--- config.mk ---
export PLATFORM = sky130hd
export DESIGN_NAME = mem_access_unit
export DESIGN_NICKNAME = d
export VERILOG_FILES = /design/src/rtl/mips_pkg.sv /design/src/rtl/mem_align.sv /design/src/rtl/mem_access_unit.sv
export SDC_FILE = /design/constraint.sdc
export NUM_CORES = 1
export LEC_CHECK = 0
export CAP_MARGIN = 10
export CORE_ASPECT_RATIO = 1.75
export CORE_MARGIN = 3
export CORE_UTILIZATION = 44
export CTS_CLUSTER_DIAMETER = 30
export DETAILED_ROUTE_END_ITERATION = 10
export PLACE_DENSITY = 0.86
export RECOVER_POWER = 25
export SYNTH_ARGS = -nofsm -noshare
export SYNTH_HDL_FRONTEND = slang
export SYNTH_SLANG_ARGS = --single-unit
--- constraint.sdc ---
create_clock -name clk -period 6.8 [get_ports clk]
set_input_delay 1.36 -clock clk [delete_from_list [all_inputs] [get_ports clk]]
set_output_delay 1.36 -clock clk [all_outputs]
set_load 0.1 [all_outputs]
--- src/rtl/mips_pkg.sv ---
// Shared constants and types for the MIPS memory stage: branch conditions,
// access widths, memory-stage FSM states and the data-memory command payload.
package mips_pkg;

  localparam int unsigned CNT_W = 8;

  localparam logic [2:0] COND_NEVER  = 3'd0;
  localparam logic [2:0] COND_Z      = 3'd1;
  localparam logic [2:0] COND_NZ     = 3'd2;
  localparam logic [2:0] COND_LT     = 3'd3;
  localparam logic [2:0] COND_GE     = 3'd4;
  localparam logic [2:0] COND_LE     = 3'd5;
  localparam logic [2:0] COND_GT     = 3'd6;
  localparam logic [2:0] COND_ALWAYS = 3'd7;

  localparam logic [1:0] LT_WORD = 2'b00;
  localparam logic [1:0] LT_SB   = 2'b01;
  localparam logic [1:0] LT_UB   = 2'b10;
  localparam logic [1:0] LT_SH   = 2'b11;

  typedef enum logic [1:0] {
    IDLE   = 2'd0,
    ACCESS = 2'd1,
    DONE   = 2'd2
  } mau_state_t;

  typedef struct packed {
    logic        we;
    logic [31:0] addr;
    logic [31:0] wdata;
    logic [3:0]  be;
  } dmem_cmd_t;

  // Branch condition evaluation from the EX flags.
  function automatic logic cond_met(input logic [2:0] cond, input logic zero,
                                    input logic less);
    logic met;
    case (cond)
      COND_NEVER:  met = 1'b0;
      COND_Z:      met = zero;
      COND_NZ:     met = ~zero;
      COND_LT:     met = less;
      COND_GE:     met = ~less;
      COND_LE:     met = less | zero;
      COND_GT:     met = ~less & ~zero;
      COND_ALWAYS: met = 1'b1;
      default:     met = 1'b0;
    endcase
    return met;
  endfunction

endpackage

--- src/rtl/mem_align.sv ---
// Byte-lane steering for stores and lane extraction plus extension for loads.
module mem_align
  import mips_pkg::*;
(
  input  logic [1:0]  load_type,
  input  logic [1:0]  lane,
  input  logic [31:0] store_data,
  input  logic [31:0] rdata,
  output logic [3:0]  be_c,
  output logic [31:0] wdata_c,
  output logic [31:0] load_c,
  output logic        misaligned_c
);

  logic [7:0]  byte_sel;
  logic [15:0] half_sel;

  assign byte_sel     = rdata[{lane, 3'b000} +: 8];
  assign half_sel     = lane[1] ? rdata[31:16] : rdata[15:0];
  assign misaligned_c = (load_type == LT_SH) & lane[0];

  always_comb begin
    be_c    = 4'b1111;
    wdata_c = store_data;
    load_c  = rdata;
    case (load_type)
      LT_WORD: begin
        be_c    = 4'b1111;
        wdata_c = store_data;
        load_c  = rdata;
      end
      LT_SB: begin
        be_c    = 4'b0001 << lane;
        wdata_c = {4{store_data[7:0]}};
        load_c  = {{24{byte_sel[7]}}, byte_sel};
      end
      LT_UB: begin
        be_c    = 4'b0001 << lane;
        wdata_c = {4{store_data[7:0]}};
        load_c  = {24'd0, byte_sel};
      end
      default: begin
        be_c    = lane[1] ? 4'b1100 : 4'b0011;
        wdata_c = {2{store_data[15:0]}};
        load_c  = {{16{half_sel[15]}}, half_sel};
      end
    endcase
  end

endmodule

--- src/rtl/mem_access_unit.sv ---
// MIPS memory stage: branch/jump redirect, req/ack data-memory access FSM with
// timeout, pipeline stall, and registered MEM/WB write-back and exceptions.
module mem_access_unit
  import mips_pkg::*;
#(
  parameter int unsigned TIMEOUT = 15
) (
  input  logic        clk,
  input  logic        Reset,
  input  logic [31:0] PC_Branch_in,
  input  logic [31:0] PC_Jump_in,
  input  logic [31:0] ALUShift_out_in,
  input  logic [31:0] StoreData_in,
  input  logic        Jump_in,
  input  logic        Less_in,
  input  logic        Zero_in,
  input  logic        Overflow_in,
  input  logic [2:0]  Condition_in,
  input  logic [1:0]  LoadType_in,
  input  logic [1:0]  LoadByte_in,
  input  logic        RegWr_in,
  input  logic        MemWr_in,
  input  logic        MemtoReg_in,
  input  logic [4:0]  Rd_in,
  output logic        Redirect,
  output logic [31:0] Redirect_PC,
  output logic        Stall,
  output logic        dmem_req,
  output logic        dmem_we,
  output logic [31:0] dmem_addr,
  output logic [31:0] dmem_wdata,
  output logic [3:0]  dmem_be,
  input  logic [31:0] dmem_rdata,
  input  logic        dmem_ack,
  output logic [31:0] WB_Data,
  output logic [4:0]  WB_Rd,
  output logic        WB_RegWr,
  output logic        Exc_Ovf,
  output logic        Exc_Bus
);

  mau_state_t        state, state_nxt;
  logic [CNT_W-1:0]  count, count_nxt, count_inc;
  dmem_cmd_t         cmd, cmd_nxt;
  logic              req_nxt;
  logic [1:0]        lt_q, lt_nxt, lane_q, lane_nxt;
  logic [4:0]        rd_q, rd_nxt;
  logic              ldwr_q, ldwr_nxt;
  logic [31:0]       wb_data_nxt;
  logic [4:0]        wb_rd_nxt;
  logic              wb_regwr_nxt, ovf_nxt, bus_nxt;

  logic              mem_op;
  logic [1:0]        sel_type, sel_lane;
  logic [3:0]        be_c;
  logic [31:0]       wdata_c, load_c;
  logic              misaligned_c;

  assign Redirect    = Jump_in | cond_met(Condition_in, Zero_in, Less_in);
  assign Redirect_PC = Jump_in ? PC_Jump_in : PC_Branch_in;

  assign mem_op    = MemtoReg_in | MemWr_in;
  assign count_inc = (count == '1) ? count : count + CNT_W'(1);

  // New ops are steered from the inputs; the in-flight load uses its latched lane.
  assign sel_type = (state == IDLE) ? LoadType_in : lt_q;
  assign sel_lane = (state == IDLE) ? LoadByte_in : lane_q;

  mem_align u_align (
    .load_type    (sel_type),
    .lane         (sel_lane),
    .store_data   (StoreData_in),
    .rdata        (dmem_rdata),
    .be_c         (be_c),
    .wdata_c      (wdata_c),
    .load_c       (load_c),
    .misaligned_c (misaligned_c)
  );

  assign dmem_we    = cmd.we;
  assign dmem_addr  = cmd.addr;
  assign dmem_wdata = cmd.wdata;
  assign dmem_be    = cmd.be;

  always_comb begin
    state_nxt    = state;
    count_nxt    = count;
    cmd_nxt      = cmd;
    req_nxt      = dmem_req;
    lt_nxt       = lt_q;
    lane_nxt     = lane_q;
    rd_nxt       = rd_q;
    ldwr_nxt     = ldwr_q;
    wb_data_nxt  = WB_Data;
    wb_rd_nxt    = WB_Rd;
    wb_regwr_nxt = 1'b0;
    ovf_nxt      = 1'b0;
    bus_nxt      = 1'b0;
    Stall        = 1'b0;
    unique case (state)
      IDLE: begin
        if (Overflow_in) begin
          ovf_nxt = 1'b1;
        end else if (mem_op) begin
          if (misaligned_c) begin
            bus_nxt = 1'b1;
          end else begin
            Stall     = 1'b1;
            state_nxt = ACCESS;
            count_nxt = '0;
            req_nxt   = 1'b1;
            cmd_nxt   = '{we: MemWr_in, addr: {ALUShift_out_in[31:2], 2'b00},
                          wdata: wdata_c, be: be_c};
            lt_nxt    = LoadType_in;
            lane_nxt  = LoadByte_in;
            rd_nxt    = Rd_in;
            ldwr_nxt  = RegWr_in & ~MemWr_in;
          end
        end else begin
          wb_data_nxt  = ALUShift_out_in;
          wb_rd_nxt    = Rd_in;
          wb_regwr_nxt = RegWr_in;
        end
      end
      ACCESS: begin
        Stall     = 1'b1;
        count_nxt = count_inc;
        if (dmem_ack) begin
          state_nxt    = DONE;
          req_nxt      = 1'b0;
          wb_data_nxt  = load_c;
          wb_rd_nxt    = rd_q;
          wb_regwr_nxt = ldwr_q;
        end else if (count_inc == CNT_W'(TIMEOUT)) begin
          state_nxt = DONE;
          req_nxt   = 1'b0;
          bus_nxt   = 1'b1;
        end
      end
      DONE: begin
        // Held EX/MEM op is retired here rather than re-issued.
        state_nxt = IDLE;
      end
      default: begin
        state_nxt = IDLE;
        req_nxt   = 1'b0;
      end
    endcase
  end

  always_ff @(negedge clk) begin
    if (!Reset) begin
      state    <= IDLE;
      count    <= '0;
      cmd      <= '0;
      dmem_req <= 1'b0;
      lt_q     <= '0;
      lane_q   <= '0;
      rd_q     <= '0;
      ldwr_q   <= 1'b0;
      WB_Data  <= '0;
      WB_Rd    <= '0;
      WB_RegWr <= 1'b0;
      Exc_Ovf  <= 1'b0;
      Exc_Bus  <= 1'b0;
    end else begin
      state    <= state_nxt;
      count    <= count_nxt;
      cmd      <= cmd_nxt;
      dmem_req <= req_nxt;
      lt_q     <= lt_nxt;
      lane_q   <= lane_nxt;
      rd_q     <= rd_nxt;
      ldwr_q   <= ldwr_nxt;
      WB_Data  <= wb_data_nxt;
      WB_Rd    <= wb_rd_nxt;
      WB_RegWr <= wb_regwr_nxt;
      Exc_Ovf  <= ovf_nxt;
      Exc_Bus  <= bus_nxt;
    end
  end

endmodule

# == Word level (Yosys, flattened, before mapping) ==
# Index checks and enable logic that the tools add are counted.
# word_totals
reg_bits,128
word_cells,111
# classes
n_addsub,1
eq_ne,20
shifts,2
mux,49
n_bitwise,12
reduce_logical,11
# op_table
op,count
32-bit 2-to-1 mux,4
32-bit case mux with 2 select lines,2
32-bit case mux with 3 select lines,1
8-bit 2-to-1 mux,4
32-bit by 6-bit indexed part select with 8-bit output,1
1-bit 2-to-1 mux,17
16-bit 2-to-1 mux,1
8-bit case mux with 2 select lines,1
4-bit AND reduction,4
5-bit 2-to-1 mux,3
2-bit 2-to-1 mux,7
"3-bit == test, second input constant",4
"2-bit inequality test, second input constant",5
5-bit case mux with 2 select lines,1
"8-bit by 1-bit adder with 8-bit output, second input constant",1
"8-bit by 4-bit == test with 1-bit output, second input constant",1
"8-bit == test, second input constant",1
1-bit case mux with 8 select lines,1
4-bit case mux with 2 select lines,1
"2-bit == test, second input constant",3
"3-bit by 2-bit == test with 1-bit output, second input constant",2
1-bit NOT,6
1-bit case mux with 2 select lines,3
5-bit AND reduction,1
other kinds (14),20

# == Longest topological paths before layout ==
# Gate-level depths: netlist (run 1).
# logic_depth
depth_word,8
depth_mapped,13

# == Modules after synthesis ==
# A second synthesis (run 1) with hierarchy kept.
# unflattened
hier_cells,877
hier_area_um2,6966.7
# by_module_without_submodules
module,instances,cells_per_inst,area_each_um2,seq_area_each_um2
mem_access_unit,1,684,5677.9,2562.5
mem_align,1,193,1288.7,0.0

==> impl_metrics.py, run 1 <==
metrics = {
    "pwr": {
        "leakagePower_uw": 0.00520,
        "p_total_uw": 3290,
        "switching_share": 0.433,
        "p_switching_uw": 1420,
        "seq_power_share": 0.259,
        "power_report.internal_total_uw": 1860,
        "powerDensity_nw_per_um2": 296,
        "comb_power_share": 0.342,
        "p_clk_frac": 0.400,
        "worst_ir_drop_vdd_mv": 0.141,
    },
    "synth": {
        "synth.yosys.seq_area_share": 0.387,
        "post-synth-top-area-fraction": 0.387,
        "yosys.area_share.simple": 0.174,
        "synthTopCellsByArea": "dfxtp_1, nand2_1, mux2_2",
        "ys.flop_type": "dfxtp_1",
        "synth_cell_type_count": 54,
        "yosys-mux-area-fraction": 0.0807,
        "netlist_instances": 787,
        "synth-edff-count": 0,
        "syn_area_per_cell_um2": 8.42,
        "yosys.cell_count.top_type": "nand2_1",
        "synth_xor_area_frac": 0.00132,
        "synth_top_family_by_area": "compound AO/OA/AOI/OAI gates",
        "synth.top_cells.by_count": "nand2_1, dfxtp_1, clkbuf_1, a21boi_0, o21ai_0",
        "yosysWarningCount": 0,
        "mappedNetlistArea_um2": 6620,
        "postSynth.asyncResetShare": 0,
        "synth_fa_ha_area_frac": 0.0113,
        "yosys_register_bits": 128,
        "synth_top_area_cell": "dfxtp_1",
        "synthesized_area_fraction_occupied_by_ao_oa_aoi_and_oai_cells": 0.298,
    },
    "layout": {
        "nNetsFinal": 1435,
        "finish.utilization": 0.761,
        "area_growth_pct": 67.6,
        "post_route_cell_area_um2": 11100,
        "final_layout_size_suffix_gt1_frac": 0.184,
        "layout.cells.non_filler": 1445,
        "sequential_cell_area_um2": 2560,
        "footprint_of_the_multi_input_gates_um2": 3810,
        "fillCellCount": 1067,
    },
    "worst_setup_path": {
        "worst-setup-path-type": "flip-flop to primary output",
        "timing.reg2reg.worst_path_depth": 11,
        "crit_chain": "nor2_4 -> mux2_4 -> ha_4 -> nand2_4 -> or3b_4 -> a21o_1 -> clkinvlp_4 -> buf_12",
        "cp_data_required_time_ns": 5.44,
        "critical_path_buf_inv_count": 2,
        "worst_setup_path_end_kind": "primary output",
        "ff2ff_setup_slack_ns": 4.32,
        "worstReg2RegStart": "state[1]",
        "highest_cell_delay_on_the_worst_timing_path_ns": 0.37,
        "worst_setup_path_startpoint": "state[1]",
        "critical_path_peak_fanout": 2,
        "cp-start-kind": "flip-flop",
        "critical_path.slowest_cell": "or3b_4",
        "timing.critical_path.depth": 8,
        "path_delay_family": "simple AND/OR/NAND/NOR gates",
        "worstPathArrival_ns": 5.79,
        "crit_path_end": "Stall",
        "regToRegEndpoint": "dmem_addr[16]",
    },
    "global_routing": {
        "wire_length_of_the_first_global_routing_pass_um": 44400,
        "grt_antenna_before_repair": 6,
        "via_count_of_the_first_global_routing_pass": 8760,
        "pin_count_of_the_biggest_net_entering_global_routing": 90,
        "grt_usage": 0.342,
        "globalRoute.totalOverflow": 0,
    },
    "placement": {
        "portBuffers": 323,
        "detailed_place_hpwl_um": 21500,
        "dp.cells": 1274,
        "dpl-instance-area_um2": 10000,
        "gp_congestion": 0.946,
    },
    "flow_run": {
        "cap_viol_max_count": 1,
    },
    "route": {
        "route.vias.total": 8345,
        "total_length_of_routed_wires_um": 29400,
        "post_detailed_route_drc_marker_count": 0,
        "antenna_left": 0,
        "drc_marker_count_from_the_first_detailed_route_iteration": 771,
        "detail_route.vias_per_cell": 5.78,
        "drt_pass1_iterations": 6,
        "wl_per_cell_um": 20.3,
    },
    "floorplanning": {
        "design.die.area_um2": 16600,
        "num_rows": 58,
        "floorplan.io_pins": 326,
        "area_inside_the_core_boundary_um2": 14600,
        "chipHeight_um": 168,
        "start_util": 0.454,
        "die_width_um": 98.8,
    },
    "sta": {
        "worstMarginPinSlew_ns": 1.63,
        "finalSetupViolCount": 1,
        "timing_max_transition_violations_final": 34,
        "worst_slew_margin_rel": -0.0881,
        "timing.final.ws_setup_ns": -0.349,
        "final_hold_viol_count": 0,
        "finalClockSkew_ns": 0.0235,
        "rsz0062_at_grt": "yes",
    },
    "worst_hold_path": {
        "hold_path_class": "flip-flop to flip-flop",
    },
    "outcome": {
        "status": "finished, violations left",
        "violated_checks": "capacitance limit, slew limit, setup timing",
    },
    "clock_network": {
        "clk_pin_slew_worst_paths_ns": 0.04,
        "cts-root-buf": "clkbuf_16",
        "cts_buffer_depth": 2,
        "tritoncts.num_buffers": 17,
        "tritoncts": "done",
        "clkLatencyLatePin_ns": 0.48,
        "clk_sinks": 128,
        "cts_h_tree_depth": 4,
    },
}
==> stage by stage <==
step	hold WS [ns]	setup WS (ns)	TNS (ns)
final	0.455	-0.349	-0.349
after CTS	0.462	-0.374	-0.385
after detailed placement	0.457	-0.394	-16.64
after global routing	0.487	-0.384	-0.384
after floorplan	0.440	-0.0411	-0.0411
after global placement	0.451	-0.355	-13.85
==> kinds of logic (layout without fill, tap and decap cells) <==
| family | Yosys count | in the layout |
|---|---|---|
| fa+ha+maj | 6 | 6 |
| xor+xnor | 1 | 1 |
| simple gates | 262 | 262 |
| compound gates | 264 | 264 |
| other cells | 1 | 7 |
| flops | 128 | 128 |
| buf+inv | 76 | 548 |
| mux | 49 | 49 |
==> cells in the final DEF, fill, tap and decap left out, types with 10 or more instances in the layout <==
| cell type | count |
|---|---|
| clkbuf_1 | 33 |
| a22oi_1 | 24 |
| and3_1 | 12 |
| buf_4 | 131 |
| mux2_2 | 32 |
| and2_1 | 10 |
| inv_1 | 133 |
| nand2_1 | 160 |
| dfxtp_1 | 126 |
| mux2i_1 | 14 |
| a22oi_2 | 10 |
| clkdlybuf4s50_1 | 178 |
| dlygate4sd3_1 | 32 |
| o211a_1 | 26 |
| nor2_1 | 39 |
| clkbuf_16 | 17 |
| a21oi_1 | 33 |
| o21ai_0 | 50 |
| a31oi_1 | 12 |
| a221o_1 | 24 |
| a21boi_0 | 49 |
==> worst min-delay path by stage <==
stage,slack (ns),cells after the start,startpoint,endpoint
floorplan,0.44,2,lane_q[1],lane_q[1]
global placement,0.45,2,dmem_addr[21],dmem_addr[21]
detailed placement,0.46,2,dmem_addr[28],dmem_addr[28]
CTS,0.46,2,dmem_addr[28],dmem_addr[28]
global route,0.49,2,dmem_addr[4],dmem_addr[4]
finish,0.46,2,dmem_wdata[4],dmem_wdata[4]
==> metal layers <==
| layer | track usage | wire length [um] | part of all wire | vias up |
|---|---|---|---|---|
| met5 | 0 | 13 | 0.00044 | - |
| met1 | 0.310 | 9000 | 0.31 | 3834 |
| met2 | 0.603 | 15200 | 0.52 | 594 |
| met4 | 0.282 | 2350 | 0.080 | 2 |
| met3 | 0.109 | 2810 | 0.096 | 147 |
| li1 | - | - | - | 3768 |
==> power groups by stage <==
| stage | combinational, uW | sequential [uW] | clock, uW |
|---|---|---|---|
| 2_1_floorplan | 393 | 1220 | 115 |
| 3_3_place_gp | 1110 | 855 | 115 |
| 3_5_place_dp | 1120 | 858 | 115 |
| 4_1_cts | 1130 | 850 | 1320 |
| 5_1_grt | 1160 | 854 | 1420 |
| 6_report | 1120 | 850 | 1310 |
==> worst register-to-register path, stage by stage (launching register included) <==
cell      delay, ns
dfxtp_2        0.33
nor2_4         0.16
mux2_4         0.34
ha_4           0.17
nand2_4        0.06
or3b_4         0.38
buf_4          0.14
nor3_2         0.15
buf_4          0.22
buf_12         0.19
nand2_1        0.08
a21boi_0       0.18
==> area by class of cell <==
cell class / count / area share
diodes: 5 / 0.00113
clock buffers: 17 / 0.0383
clock inverters: 143 / 0.0619
inverters: 6 / 0.00237
multi-input cells: 584 / 0.343
flip-flops and latches: 128 / 0.231
well taps: 180 / 0.0203
repair buffers: 382 / 0.302
==> registers in the layout, indices dropped and copies added, names as in the netlist, 2 cells and up <==
signal / count
WB_Data: 32
dmem_wdata: 32
lane_q: 2
dmem_addr: 30
dmem_be: 4
WB_Rd: 5
lt_q: 2
count: 8
state: 2
rd_q: 5
==> repair_timing <==
action / in CTS / in global routing
buffers inserted: 5 / 1
gates resized for setup: 1 / 2
pin swaps: 3 / 4
endpoints found under the setup margin: 1 / 19
hold buffers: 0 / 0
Note: power is estimated with default switching activity, not from simulation.
==> run 2: changes to the inputs <==
Settings changed: CORE_UTILIZATION 44 to 45, PLACE_DENSITY 0.86 to 0.87, SYNTH_HIERARCHICAL set to 1.
==> run 2 against run 1 <==
The flow still finishes with violations (capacitance limit, slew limit, setup timing); power fell by 0.15%; die area increased by 2.7%; count of clock-buffer cells in the layout is the same; largest cell class unchanged; highest routed layer is now met4.
==> impl_metrics.py, run 2 <==
metrics = {
    "placement": {
        "dp.cells": 1361,
        "dpl_worst_slack_ns": -0.308,
        "detailed_place_hpwl_um": 22300,
        "dpl-instance-area_um2": 10300,
        "portBuffers": 323,
        "gp_congestion": 0.958,
    },
    "synth": {
        "synth_cell_type_count": 54,
        "ys.flop_type": "dfxtp_1",
        "mappedNetlistArea_um2": 6970,
        "synth.yosys.seq_area_share": 0.368,
        "yosys_register_bits": 128,
        "synth_top_area_cell": "dfxtp_1",
        "synth-edff-count": 0,
        "synthTopCellsByArea": "dfxtp_1, nand2_1, mux2_2",
        "synth.top_cells.by_count": "nand2_1, dfxtp_1, a21oi_1, nor2_1, mux2_2",
        "yosysWarningCount": 6,
        "post-synth-top-area-fraction": 0.368,
        "syn_area_per_cell_um2": 7.94,
        "postSynth.asyncResetShare": 0,
        "yosys.cell_count.top_type": "nand2_1",
        "netlist_instances": 877,
    },
    "worst_setup_path": {
        "critical_path_peak_fanout": 3,
        "worst-setup-path-type": "flip-flop to primary output",
        "cp_data_required_time_ns": 5.44,
        "highest_cell_delay_on_the_worst_timing_path_ns": 0.35,
        "regToRegEndpoint": "WB_Data[26]",
        "crit_chain": "nor2_4 -> mux2_4 -> ha_4 -> and2_4 -> o31ai_4 -> buf_12",
        "worst_setup_path_end_kind": "primary output",
        "worstPathArrival_ns": 5.46,
        "worstReg2RegStart": "state[1]",
        "ff2ff_setup_slack_ns": 4.30,
        "timing.reg2reg.worst_path_depth": 10,
        "cp-start-kind": "flip-flop",
        "critical_path.slowest_cell": "mux2_4",
    },
    "layout": {
        "layout.cells.most_common_list": "nand2_1, clkdlybuf4s50_1, inv_1",
        "mostFrequentLayoutCell": "nand2_1",
        "final_layout_size_suffix_gt1_frac": 0.200,
        "post_route_cell_area_um2": 11300,
        "area_growth_pct": 62.8,
        "nNetsFinal": 1515,
        "layout.cells.non_filler": 1524,
    },
    "global_routing": {
        "globalRoute.totalOverflow": 0,
        "grt_usage": 0.347,
        "grt_antenna_before_repair": 0,
        "wire_length_of_the_first_global_routing_pass_um": 45600,
        "pin_count_of_the_biggest_net_entering_global_routing": 71,
        "via_count_of_the_first_global_routing_pass": 9108,
    },
    "sta": {
        "setup_total_negative_slack_ns": -0.0172,
        "worstMarginPinSlew_ns": 1.67,
        "timing_max_transition_violations_final": 34,
        "finalClockSkew_ns": 0.0290,
        "timing.final.ws_setup_ns": -0.0172,
        "finalSetupViolCount": 1,
        "final_hold_viol_count": 0,
        "worst_slew_margin_rel": -0.116,
        "rsz0062_at_grt": "yes",
    },
    "worst_hold_path": {
        "whs_path_depth": 2,
        "hold_path_class": "flip-flop to flip-flop",
        "min-delay-start": "lane_q[0]",
        "hold_path_end": "lane_q[0]",
    },
    "floorplanning": {
        "die_width_um": 100,
        "area_inside_the_core_boundary_um2": 15000,
        "num_rows": 59,
        "chipHeight_um": 171,
        "design.die.area_um2": 17100,
        "start_util": 0.465,
        "floorplan.io_pins": 326,
    },
    "flow_run": {
        "cap_viol_max_count": 1,
    },
    "clock_network": {
        "clk_pin_slew_worst_paths_ns": 0.03,
        "clkLatencyLatePin_ns": 0.47,
        "tritoncts": "done",
        "ctsHoldBuffers": 0,
        "cts-root-buf": "clkbuf_16",
        "clk_sinks": 128,
        "tritoncts.num_buffers": 17,
        "cts_buffer_depth": 2,
        "cts_h_tree_depth": 4,
    },
    "route": {
        "drt_pass1_iterations": 6,
        "antenna_left": 0,
        "total_length_of_routed_wires_um": 30400,
        "wl_per_cell_um": 19.9,
        "drc_marker_count_from_the_first_detailed_route_iteration": 617,
        "detail_route.vias_per_cell": 5.67,
        "route.vias.total": 8635,
        "post_detailed_route_drc_marker_count": 0,
    },
    "pwr": {
        "powerDensity_nw_per_um2": 289,
        "worst_ir_drop_vdd_mv": 0.148,
        "p_total_uw": 3280,
        "leakagePower_uw": 0.00503,
    },
    "outcome": {
        "status": "finished, violations left",
        "violated_checks": "capacitance limit, slew limit, setup timing",
    },
}
[run 2: cell types whose count changed in the layout (fill, tap and decap cells not counted), sizes merged, moves of 34 or more]
cell    change
nand2     +111
a21boi     -50
a21oi      +50
a311oi     +37
o21ai      -34
[run 2: timing repair]
action	4_1_cts	5_1_grt
pin swaps	4	3
gates resized for setup	5	5
setup endpoints to repair	1	38
setup buffers	5	0
[run 2: routing by layer]
| layer | track usage | share of wire | vias up |
|---|---|---|---|
| met4 | 0.267 | 0.070 | 0 |
| met1 | 0.309 | 0.31 | 3998 |
| met5 | 0 | 0 | - |
| li1 | - | - | 3953 |
| met2 | 0.622 | 0.52 | 559 |
| met3 | 0.126 | 0.10 | 125 |
[run 2: worst max path at each step]
stage	from	to	slack, ns	depth (start not counted)
detailed placement	LoadType_in[1]	WB_Data[29]	-0.31	9
global placement	LoadType_in[1]	WB_Data[29]	-0.25	9
global route	state[1]	Stall	-0.05	6
floorplan	state[0]	Stall	-0.12	7
finish	state[1]	Stall	-0.02	6
CTS	state[0]	Stall	-0.04	6
[run 2: cell type report]
| class | count | area (um2) |
|---|---|---|
| fill | 1103 | 3650 |
| multi-input combinational | 657 | 4020 |
| inverter | 9 | 36.3 |
| sequential | 128 | 2560 |
| tap | 183 | 229 |
| clock buffer | 17 | 425 |
| clock inverter | 143 | 658 |
| timing repair buffer | 386 | 3400 |
| antenna | 1 | 2.50 |
[run 2: critical path: cells and delay by family (launching register included)]
family / cells / cell delay [ns]
flops: 1 / 0.32
buf+inv: 1 / 0.22
simple gates: 2 / 0.32
mux: 1 / 0.35
fa+ha+maj: 1 / 0.17
compound gates: 1 / 0.23
[run 2: stage by stage]
stage | utilization | hold slack (ns)
5_1_grt | 0.756 | 0.471
4_1_cts | 0.765 | 0.451
6_report | 0.757 | 0.448
3_5_place_dp | 0.690 | 0.447
3_3_place_gp | 0.690 | 0.440
2_1_floorplan | - | 0.434
[run 2: power breakdown]
part | switching, uW | total (uW) | internal, uW
registers | 30.9 | 842 | 811
clock network | 609 | 1270 | 656
logic | 816 | 1170 | 358
total | 1460 | 3280 | 1830
[run 2: cell families after synthesis]
| logic type | Yosys count | share of synthesized area |
|---|---|---|
| AO/OA/AOI/OAI | 200 | 0.221 |
| XOR/XNOR | 1 | 0.00126 |
| adder cells (fa/ha/maj) | 6 | 0.0108 |
| buffers and inverters | 93 | 0.0666 |
| flip-flops | 128 | 0.368 |
| multiplexers | 62 | 0.0981 |
| other | 1 | 0.000538 |
| AND/OR/NAND/NOR | 386 | 0.233 |
